File: config.mk
export PLATFORM = sky130hd
export DESIGN_NAME = temp_monitor_seq
export DESIGN_NICKNAME = d
export VERILOG_FILES = /design/src/rtl/tm_pkg.sv /design/src/rtl/tm_seq_divider.sv /design/src/rtl/temp_monitor_seq.sv
export SDC_FILE = /design/constraint.sdc
export NUM_CORES = 1
export LEC_CHECK = 0
export ABC_AREA = 0
export CORE_ASPECT_RATIO = 1.4
export CORE_MARGIN = 5
export CORE_UTILIZATION = 60
export CTS_CLUSTER_SIZE = 20
export DETAILED_ROUTE_END_ITERATION = 16
export GPL_ROUTABILITY_DRIVEN = 0
export GPL_TIMING_DRIVEN = 0
export HOLD_SLACK_MARGIN = 0.08
export PLACE_DENSITY = 0.81
export SLEW_MARGIN = 20
export SYNTH_ARGS = -nofsm -noshare
export SYNTH_HDL_FRONTEND = slang
export SYNTH_SLANG_ARGS = --single-unit
File: constraint.sdc
create_clock -name clk -period 8.89 [get_ports clk]
set_input_delay 1.3335 -clock clk [delete_from_list [all_inputs] [get_ports clk]]
set_output_delay 1.3335 -clock clk [all_outputs]
set_load 0.01 [all_outputs]
File: src/rtl/tm_pkg.sv
// ============================================================
// Package : tm_pkg
// Brief   : Shared FSM state encoding and accumulator width helper.
// Rev     : 1.0  initial release
// ============================================================
`default_nettype none

package tm_pkg;

  typedef enum logic [1:0] {
    ST_IDLE = 2'd0,
    ST_SUM  = 2'd1,
    ST_DIV  = 2'd2,
    ST_DONE = 2'd3
  } tm_state_e;

  // Accumulator width: S_NR full-scale readings summed without overflow.
  function automatic int tm_sum_w(input int temp_width, input int s_nr);
    return temp_width + $clog2(s_nr + 1);
  endfunction

endpackage

`default_nettype wire

File: src/rtl/tm_seq_divider.sv
// ============================================================
// Module : tm_seq_divider
// Brief  : Restoring divider, one quotient bit per cycle, SUM_W steps.
// Rev    : 1.0  initial release
// ============================================================
`default_nettype none

module tm_seq_divider #(
  parameter int SUM_W = 7
) (
  input  logic             clk,
  input  logic             rst_n,
  input  logic             i_start,
  input  logic [SUM_W-1:0] i_dividend,
  input  logic [SUM_W-1:0] i_divisor,
  output logic             o_done,
  output logic [SUM_W-1:0] o_quotient,
  output logic [SUM_W-1:0] o_remainder
);

  localparam int LEFT_W = $clog2(SUM_W);

  logic [SUM_W-1:0]  r_a;
  logic [SUM_W-1:0]  r_q;
  logic [SUM_W-1:0]  r_d;
  logic [LEFT_W-1:0] r_left;
  logic              r_busy;
  logic              r_done;

  logic [SUM_W-1:0]  w_a_in;
  logic [SUM_W-1:0]  w_q_in;
  logic [SUM_W-1:0]  w_d_in;
  logic [SUM_W:0]    w_shift;
  logic [SUM_W-1:0]  w_sub;
  logic              w_ge;
  logic [SUM_W-1:0]  w_a_nxt;
  logic [SUM_W-1:0]  w_q_nxt;

  // The loading cycle already performs the first step, so the last
  // quotient bit lands one cycle before the caller's DIV window closes.
  always_comb begin
    w_a_in  = i_start ? '0 : r_a;
    w_q_in  = i_start ? i_dividend : r_q;
    w_d_in  = i_start ? i_divisor : r_d;
    w_shift = {w_a_in, w_q_in[SUM_W-1]};
    w_ge    = (w_shift >= {1'b0, w_d_in});
    w_sub   = w_shift[SUM_W-1:0] - w_d_in;
    w_a_nxt = w_ge ? w_sub : w_shift[SUM_W-1:0];
    w_q_nxt = {w_q_in[SUM_W-2:0], w_ge};
  end

  always_ff @(posedge clk) begin
    if (!rst_n) begin
      r_a    <= '0;
      r_q    <= '0;
      r_d    <= '0;
      r_left <= '0;
      r_busy <= 1'b0;
      r_done <= 1'b0;
    end else begin
      r_done <= 1'b0;
      if (i_start) begin
        r_d    <= i_divisor;
        r_a    <= w_a_nxt;
        r_q    <= w_q_nxt;
        r_left <= LEFT_W'(SUM_W - 1);
        r_busy <= 1'b1;
      end else if (r_busy) begin
        r_a    <= w_a_nxt;
        r_q    <= w_q_nxt;
        r_left <= r_left - 1'b1;
        if (r_left == LEFT_W'(1)) begin
          r_busy <= 1'b0;
          r_done <= 1'b1;
        end
      end
    end
  end

  assign o_done      = r_done;
  assign o_quotient  = r_q;
  assign o_remainder = r_a;

endmodule

`default_nettype wire

File: src/rtl/temp_monitor_seq.sv
// ============================================================
// Module : temp_monitor_seq
// Brief  : Sequential multi-sensor temperature average with LED bar/alert.
// Config : define TM_ROUND_EN for round-half-up average (saturating).
// Rev    : 1.0  initial release
// ============================================================
`default_nettype none

module temp_monitor_seq
  import tm_pkg::*;
#(
  parameter int S_NR       = 3,
  parameter int TEMP_WIDTH = 5,
  parameter int T_MIN      = 19,
  parameter int T_MAX      = 26
) (
  input  logic                       clk,
  input  logic                       rst_n,
  input  logic                       start,
  input  logic [S_NR*TEMP_WIDTH-1:0] value,
  input  logic [S_NR-1:0]            enable,
  output logic                       ready,
  output logic                       valid,
  output logic [TEMP_WIDTH-1:0]      avg,
  output logic [T_MAX-T_MIN:0]       led_output,
  output logic                       alert
);

  localparam int SUM_W = tm_sum_w(TEMP_WIDTH, S_NR);
  localparam int LED_W = T_MAX - T_MIN + 1;
  localparam int CNT_W = $clog2(((S_NR > SUM_W) ? S_NR : SUM_W) + 1);

  tm_state_e                   r_state;
  logic [CNT_W-1:0]            r_idx;
  logic [S_NR*TEMP_WIDTH-1:0]  r_value;
  logic [S_NR-1:0]             r_enable;
  logic [SUM_W-1:0]            r_sum;
  logic [SUM_W-1:0]            r_cnt;
  logic                        r_ready;
  logic                        r_valid;
  logic [TEMP_WIDTH-1:0]       r_avg;
  logic [LED_W-1:0]            r_led;
  logic                        r_alert;

  logic [SUM_W-1:0]            w_sum_nxt;
  logic [SUM_W-1:0]            w_cnt_nxt;
  logic                        w_sum_last;
  logic                        w_div_last;
  logic                        w_div_start;
  logic                        w_div_done;
  logic [SUM_W-1:0]            w_quot;
  logic [SUM_W-1:0]            w_rem;
  logic                        w_have_q;
  logic [TEMP_WIDTH-1:0]       w_avg;
  logic [LED_W-1:0]            w_led;
  logic                        w_alert;

  // Captured readings are shifted down so sensor k sits in the low slot
  // during its SUM cycle.
  always_comb begin
    w_sum_nxt   = r_sum + (r_enable[0] ? SUM_W'(r_value[TEMP_WIDTH-1:0]) : '0);
    w_cnt_nxt   = r_cnt + SUM_W'(r_enable[0]);
    w_sum_last  = (r_state == ST_SUM) && (r_idx == CNT_W'(S_NR - 1));
    w_div_last  = (r_state == ST_DIV) && (r_idx == CNT_W'(SUM_W - 1));
    w_div_start = w_sum_last && (w_cnt_nxt != '0);
  end

  tm_seq_divider #(
    .SUM_W (SUM_W)
  ) u_div (
    .clk         (clk),
    .rst_n       (rst_n),
    .i_start     (w_div_start),
    .i_dividend  (w_sum_nxt),
    .i_divisor   (w_cnt_nxt),
    .o_done      (w_div_done),
    .o_quotient  (w_quot),
    .o_remainder (w_rem)
  );

`ifdef TM_ROUND_EN
  localparam logic [SUM_W:0] AVG_MAX_EXT = (SUM_W + 1)'((1 << TEMP_WIDTH) - 1);
  logic [SUM_W:0] w_rnd;

  always_comb begin
    w_rnd = {1'b0, w_quot} + {{SUM_W{1'b0}}, ({w_rem, 1'b0} >= {1'b0, r_cnt})};
    w_avg = '0;
    if (w_have_q) begin
      w_avg = (w_rnd > AVG_MAX_EXT) ? '1 : w_rnd[TEMP_WIDTH-1:0];
    end
  end
`else
  logic w_unused;
  assign w_unused = ^{w_quot[SUM_W-1:TEMP_WIDTH], w_rem};

  always_comb begin
    w_avg = w_have_q ? w_quot[TEMP_WIDTH-1:0] : '0;
  end
`endif

  // Thermometer bar: bit i lights once avg reaches T_MIN+i, which also
  // gives all-zero below range and all-one above it.
  always_comb begin
    w_have_q = w_div_done && (r_cnt != '0);
    w_led    = '0;
    for (int i = 0; i < LED_W; i++) begin
      w_led[i] = w_have_q && (int'(w_avg) >= T_MIN + i);
    end
    w_alert = !w_have_q || (int'(w_avg) < T_MIN) || (int'(w_avg) > T_MAX);
  end

  always_ff @(posedge clk) begin
    if (!rst_n) begin
      r_state  <= ST_IDLE;
      r_idx    <= '0;
      r_value  <= '0;
      r_enable <= '0;
      r_sum    <= '0;
      r_cnt    <= '0;
      r_ready  <= 1'b1;
      r_valid  <= 1'b0;
      r_avg    <= '0;
      r_led    <= '0;
      r_alert  <= 1'b0;
    end else begin
      case (r_state)
        ST_IDLE: begin
          r_valid <= 1'b0;
          if (start) begin
            r_value  <= value;
            r_enable <= enable;
            r_sum    <= '0;
            r_cnt    <= '0;
            r_idx    <= '0;
            r_ready  <= 1'b0;
            r_state  <= ST_SUM;
          end
        end
        ST_SUM: begin
          r_sum    <= w_sum_nxt;
          r_cnt    <= w_cnt_nxt;
          r_value  <= r_value >> TEMP_WIDTH;
          r_enable <= r_enable >> 1;
          if (w_sum_last) begin
            r_idx   <= '0;
            r_state <= ST_DIV;
          end else begin
            r_idx <= r_idx + 1'b1;
          end
        end
        ST_DIV: begin
          // The DIV window length is fixed even when the divider was skipped.
          if (w_div_last) begin
            r_idx   <= '0;
            r_avg   <= w_avg;
            r_led   <= w_led;
            r_alert <= w_alert;
            r_valid <= 1'b1;
            r_state <= ST_DONE;
          end else begin
            r_idx <= r_idx + 1'b1;
          end
        end
        ST_DONE: begin
          r_valid <= 1'b0;
          r_ready <= 1'b1;
          r_state <= ST_IDLE;
        end
        default: begin
          r_ready <= 1'b1;
          r_valid <= 1'b0;
          r_state <= ST_IDLE;
        end
      endcase
    end
  end

  assign ready      = r_ready;
  assign valid      = r_valid;
  assign avg        = r_avg;
  assign led_output = r_led;
  assign alert      = r_alert;

endmodule

`default_nettype wire
==> results of run 1 <==
worst max-delay path: cells and delay by family, from the launching register on:
kind                       cells  cell delay [ns]
AOI/OAI and AO/OA              8             1.71
buffers and inverters          3             0.59
adders and majority gates      3             0.98
DFF                            1             0.46
and+or+nand+nor                3             0.87
muxes                          1             0.37
sequential cells by signal (all words and copies together), names as in the netlist, 2 cells and up:
register,flops
r_value,15
led_output,8
r_cnt,7
r_sum,7
u_div.o_quotient,7
u_div.o_remainder,7
u_div.r_d,7
avg,5
r_enable,3
r_idx,3
u_div.r_left,3
r_state,2
metal layers:
layer | routed length (µm) | track usage
met1 | 4001 | 0.2672
met2 | 5107 | 0.4360
met3 | 456 | 0.04711
met4 | 235 | 0.1159
met5 | 0 | 0
Yosys cell counts (3+ instances only):
cell | number | share of area
nand3_1 | 13 | 0.016
clkbuf_1 | 19 | 0.017
nor2b_1 | 6 | 0.0090
a21o_1 | 4 | 0.0072
nor3_1 | 9 | 0.011
o21ai_1 | 3 | 0.0036
buf_4 | 3 | 0.0054
nand2b_1 | 5 | 0.0075
mux2i_1 | 21 | 0.050
ha_1 | 21 | 0.063
and2_1 | 10 | 0.015
xnor2_1 | 8 | 0.017
buf_2 | 4 | 0.0048
nor4_1 | 3 | 0.0045
buf_1 | 3 | 0.0027
a21oi_1 | 45 | 0.054
nor2_1 | 92 | 0.082
inv_1 | 17 | 0.015
xor2_1 | 10 | 0.021
a211oi_1 | 20 | 0.036
o21a_1 | 3 | 0.0054
nand2_1 | 36 | 0.032
o21ai_0 | 15 | 0.018
dfxtp_1 | 79 | 0.38
a31oi_1 | 4 | 0.0060
a22oi_1 | 17 | 0.030
a211oi_2 | 3 | 0.0090
layout make-up:
| type | instances | share of cell area |
|---|---|---|
| flip-flops and latches | 79 | 0.3276 |
| clock inverters | 4 | 0.004666 |
| well taps | 95 | 0.02462 |
| multi-input cells | 380 | 0.4956 |
| inverters | 18 | 0.01400 |
| clock buffers | 11 | 0.02929 |
| repair buffers | 35 | 0.07258 |
| plain buffers | 32 | 0.03162 |
power by group through the flow:
stage / clock (mW) / sequential, mW / combinational (mW)
after detailed placement: 0 / 0.426 / 0.282
final: 0.234 / 0.418 / 0.284
after global placement: 0 / 0.423 / 0.273
after CTS: 0.237 / 0.418 / 0.285
after global routing: 0.254 / 0.423 / 0.322
after floorplan: 0 / 0.419 / 0.214
stage by stage:
stage                     power [mW]  instances  worst slack, ns  hold slack, ns
after floorplan               0.6330        509            4.749          0.4351
after global placement        0.6966        639            4.010          0.4456
after detailed placement      0.7084        639            3.923          0.4510
after CTS                     0.9396        654            3.878          0.4641
after global routing          0.9985        654            3.437          0.4832
final                         0.9361        654            3.817          0.4621
kinds of logic after synthesis:
| kind of cell | synth area share |
|---|---|
| adder cells (fa/ha/maj) | 0.07220 |
| buffers and inverters | 0.05250 |
| AND/OR/NAND/NOR | 0.2035 |
| flip-flops | 0.3771 |
| multiplexers | 0.05012 |
| XOR/XNOR | 0.03759 |
| AO/OA/AOI/OAI | 0.2070 |
worst paths after layout:
kind / startpoint / end / slack [ns]
max: r_enable[0]$_SDFFE_PN0P_ / u_div.o_remainder[6]$_SDFFE_PN0P_ / 3.82
min reg2reg: avg[2]$_SDFFE_PN0P_ / avg[2]$_SDFFE_PN0P_ / 0.46
min: avg[2]$_SDFFE_PN0P_ / avg[2]$_SDFFE_PN0P_ / 0.46
max reg2reg: r_enable[0]$_SDFFE_PN0P_ / u_div.o_remainder[6]$_SDFFE_PN0P_ / 3.82
==> run summary, run 1 <==
Status -> finished clean
Internal power -> 606.2 µW
EDFF count, synth -> 0
Critical path's largest stage delay -> 0.46 ns
Synthesized instance count -> 509
Fin. max-slew vios -> 0
RSZ-0062 raised after global routing -> no
Worst Setup Start Kind -> flip-flop
Average vias per placed instance -> 5.739
Number of setup buffers added after CTS -> 0
Root Driver -> clkbuf_8
First-pass GRT wire length -> 16390 µm
Clk pwr share -> 0.250
Filler Cells Inserted -> 595
FF+latch area -> 1582 µm²
Tightest Pin Transition -> 0.6893 ns
Crit Path Class -> flip-flop to flip-flop
Critical path data required time -> 9.17 ns
CP arrival -> 5.36 ns
Finish-stage setup viols -> 0
Area grow syn2layout -> 15.10%
Sw Share -> 0.3524
Cell Rows -> 36
Static Leak -> 1.849 nW
Chip width -> 80.66 µm
Final Instance Area -> 4827 µm²
Synth Area per Inst -> 8.240 µm²
Total Routed Length -> 9801 µm
WL per Instance -> 14.99 µm
Largest net degree at the start of global routing -> 13
Io pins -> 37
Multi-input logic area -> 2392 µm²
Seq/Total Area, Yosys -> 0.3771
Power per cell area -> 193.9 nW/µm²
Sw power -> 329.8 µW
Drc violations -> 0
Cts repair resizes -> 0
Most common flop cell mapped by yosys -> dfxtp_1
Flop pwr share -> 0.446
# H-tree levels -> 3
Peak supply drop -> 0.0001834 V
Commonest cells after routing, fill and taps aside -> 92 x nor2_1, 79 x dfxtp_1, 45 x a21oi_1
Synthesized Nets -> 553
Class of the worst hold path -> flip-flop to flip-flop
Die Y -> 108.9 µm
MaxCap Viol Count -> 0
Largest buffer count on any clock path -> 2
Antenna violations before repair -> 0
Yosys Warn Count -> 0
Final Hold Violating Endpoints -> 0
Clock sink total -> 79
Post-Synthesis Cell Area -> 4194 µm²
Core Region -> 6892 µm²
DR pass1 iterations -> 7
Critical Path Fanout Max -> 10
Fin Clk Skew -> 0.01124 ns
Post-DRT Antenna Nets -> 0
CTS buffer count -> 9
Area post-placement -> 4663 µm²
Clk Latency, worst-skew pair -> 0.36 ns
Maximum clock frequency -> 197.1 MHz
CTS tree -> built
Critical path's slowest cell -> dfxtp_1
Finished Core Util -> 0.7004
Reg2Reg Depth -> 18
Combinational share of power -> 0.304
Diode count -> 0
Final net count -> 599
GR Util All Layers -> 0.2415
Commonest non-fill, non-tap cell in the layout -> nor2_1
DP HPWL -> 7385 µm
Starting DRT DRC Count -> 211
WHS Path Cells -> 2
Relative slew slack -> 0.5404
Initial core utilization -> 0.6086
Fraction of registers with async set/reset -> 0
Final period util -> 0.5706
Worst-path clk slew -> 0.08 ns
GRT overflow -> 0
Die area -> 8786 µm²
Synth cell types -> 54
Worst Setup End Kind -> flip-flop
Min cycle time layout -> 5.073 ns
Hold Buf Count CTS -> 0
Vias in the first global route -> 3669
Cell Chain, Critical Path -> ha_1 -> ha_1 -> nor4_1 -> o21ai_0 -> a21o_1 -> o21ai_1 -> buf_2 -> mux2i_1 -> inv_1 -> fa_1 -> nor2b_1 -> o32a_1 -> o21ai_0 -> and4b_4 -> a211oi_4 -> buf_6 -> a211o_1 -> a31oi_1
IO Port Bufs -> 35
#FFs+latches synth -> 79
Via count -> 3753
Fraction of layout cells with a size suffix above 1 -> 0.06261
Setup TNS -> 0 ns
No activity file was read; power rests on OpenSTA's default activity.
==> run 2, diff against run 1 <==
Settings changed: CORE_UTILIZATION 60 to 58, PLACE_DENSITY 0.81 to 0.79.
Clock period 8.89 ns to 4.9 ns, I/O delays scaled along.
==> run summary, run 2 (synthesized netlist as in run 1, its figures left out) <==
DP HPWL -> 7428 µm
Multi-input logic area -> 2416 µm²
Cell Chain, Critical Path -> ha_1 -> ha_1 -> buf_2 -> xnor2_1 -> nand4b_2 -> a21o_1 -> o21ai_4 -> clkbuf_4 -> nand2_1 -> o21ai_0 -> inv_1 -> ha_1 -> fa_1 -> nor2b_2 -> o32a_1 -> o21ai_0 -> and4b_4 -> a31oi_1 -> xor2_1 -> a211o_1 -> a31oi_1
Diode count -> 0
Final Hold Violating Endpoints -> 0
Fraction of layout cells with a size suffix above 1 -> 0.07487
GR Util All Layers -> 0.2392
Crit Path Class -> flip-flop to flip-flop
Setup ws final -> 0.3023 ns
CTS tree -> built
Reg2Reg Depth -> 21
Top reg by flops -> r_value
GRT overflow -> 0
Io pins -> 37
Status -> finished clean
Worst-path clk slew -> 0.08 ns
Tightest Pin Transition -> 0.6826 ns
Drc violations -> 0
Post-DRT Antenna Nets -> 0
Antenna violations before repair -> 0
# H-tree levels -> 3
IO Port Bufs -> 35
Class of the worst hold path -> flip-flop to flip-flop
Non-Filler Instances -> 656
Final net count -> 600
Final Total Pwr -> 1.704 mW
Largest buffer count on any clock path -> 2
Die Y -> 110.6 µm
Vias in the first global route -> 3726
Maximum clock frequency -> 217.5 MHz
Fin. max-slew vios -> 0
Critical path's largest stage delay -> 0.39 ns
Root Driver -> clkbuf_8
Average vias per placed instance -> 5.678
Final period util -> 0.9383
Die area -> 9056 µm²
DR pass1 iterations -> 4
Area post-placement -> 4663 µm²
Core Region -> 7027 µm²
Total Routed Length -> 9875 µm
MaxCap Viol Count -> 0
Commonest cells after routing, fill and taps aside -> 92 x nor2_1, 78 x dfxtp_1, 45 x a21oi_1
Max reg flops -> 15
Finish-stage setup viols -> 0
Chip width -> 81.87 µm
Initial core utilization -> 0.5969
Setup WS pre-CTS -> -0.04555 ns
Dpl cells -> 639
Cell Rows -> 36
First-pass GRT wire length -> 17120 µm
Starting DRT DRC Count -> 253
Critical path data required time -> 5.18 ns
CTS buffer count -> 9
Peak supply drop -> 0.0002839 V
Final Instance Area -> 4863 µm²
Hold WS -> 0.4614 ns
Min cycle time layout -> 4.598 ns
Filler Cells Inserted -> 603
WL per Instance -> 15.05 µm
Fin Clk Skew -> 0.01069 ns
WHS Path Cells -> 2
Power per cell area -> 350.4 nW/µm²
Area grow syn2layout -> 15.96%
Worst Setup End Kind -> flip-flop
Clk Latency, worst-skew pair -> 0.35 ns
Clock sink total -> 79
Most used cell along the critical path -> ha_1
Relative slew slack -> 0.5450
Static Leak -> 1.858 nW
Via count -> 3725
Commonest non-fill, non-tap cell in the layout -> nor2_1
FF+latch area -> 1583 µm²
Critical path's slowest cell -> fa_1
Worst Setup Start Kind -> flip-flop
CP arrival -> 4.88 ns
Critical Path Fanout Max -> 10
Largest net degree at the start of global routing -> 14
## run 2: metrics by stage
stage | util | TNS [ns]
3_3_place_gp | 0.6636 | 0
3_5_place_dp | 0.6636 | -0.04555
5_1_grt | 0.6921 | -0.03767
6_report | 0.6921 | 0
2_1_floorplan | - | 0
4_1_cts | 0.6877 | 0
## run 2: per-layer routing
metal | track usage | part of all wire | vias up
met5 | 0 | 0 | -
met4 | 0.09756 | 0.021 | 0
met3 | 0.04886 | 0.039 | 20
met2 | 0.4177 | 0.53 | 83
met1 | 0.2745 | 0.41 | 1756
li1 | - | - | 1866
## run 2: final cells by class
class	instances	share of cell area
multi-input cells	380	0.4968
flip-flops and latches	79	0.3254
repair buffers	36	0.07358
plain buffers	32	0.03190
clock buffers	10	0.02624
well taps	95	0.02444
inverters	18	0.01389
clock inverters	6	0.007718
## run 2: timing repair
| item | 4_1_cts | 5_1_grt |
|---|---|---|
| hold buffers | 0 | 0 |
| endpoints found under the setup margin | 2 | 8 |
| setup buffers | 0 | 1 |
| resized for setup | 1 | 7 |
## run 2: worst max-delay path, delay by kind of cell (launching register included)
kind | cells | cell delay (ns)
adder cells (fa/ha/maj) | 4 | 1.03
buffers and inverters | 3 | 0.53
flip-flops | 1 | 0.36
XOR/XNOR | 2 | 0.37
AND/OR/NAND/NOR | 4 | 0.83
AO/OA/AOI/OAI | 8 | 1.41
## run 2: where the power goes
part / switching, mW / internal, mW
logic: 0.328 / 0.200
registers: 0.0423 / 0.715
clock network: 0.237 / 0.182
total: 0.607 / 1.10
## run 2: final timing paths
path / from / endpoint / slack [ns]
hold reg to reg: avg[4]$_SDFFE_PN0P_ / avg[4]$_SDFFE_PN0P_ / 0.46
setup reg to reg: r_enable[0]$_SDFFE_PN0P_ / u_div.o_remainder[6]$_SDFFE_PN0P_ / 0.30
hold / removal: avg[4]$_SDFFE_PN0P_ / avg[4]$_SDFFE_PN0P_ / 0.46
setup / recovery: r_enable[0]$_SDFFE_PN0P_ / u_div.o_remainder[6]$_SDFFE_PN0P_ / 0.30
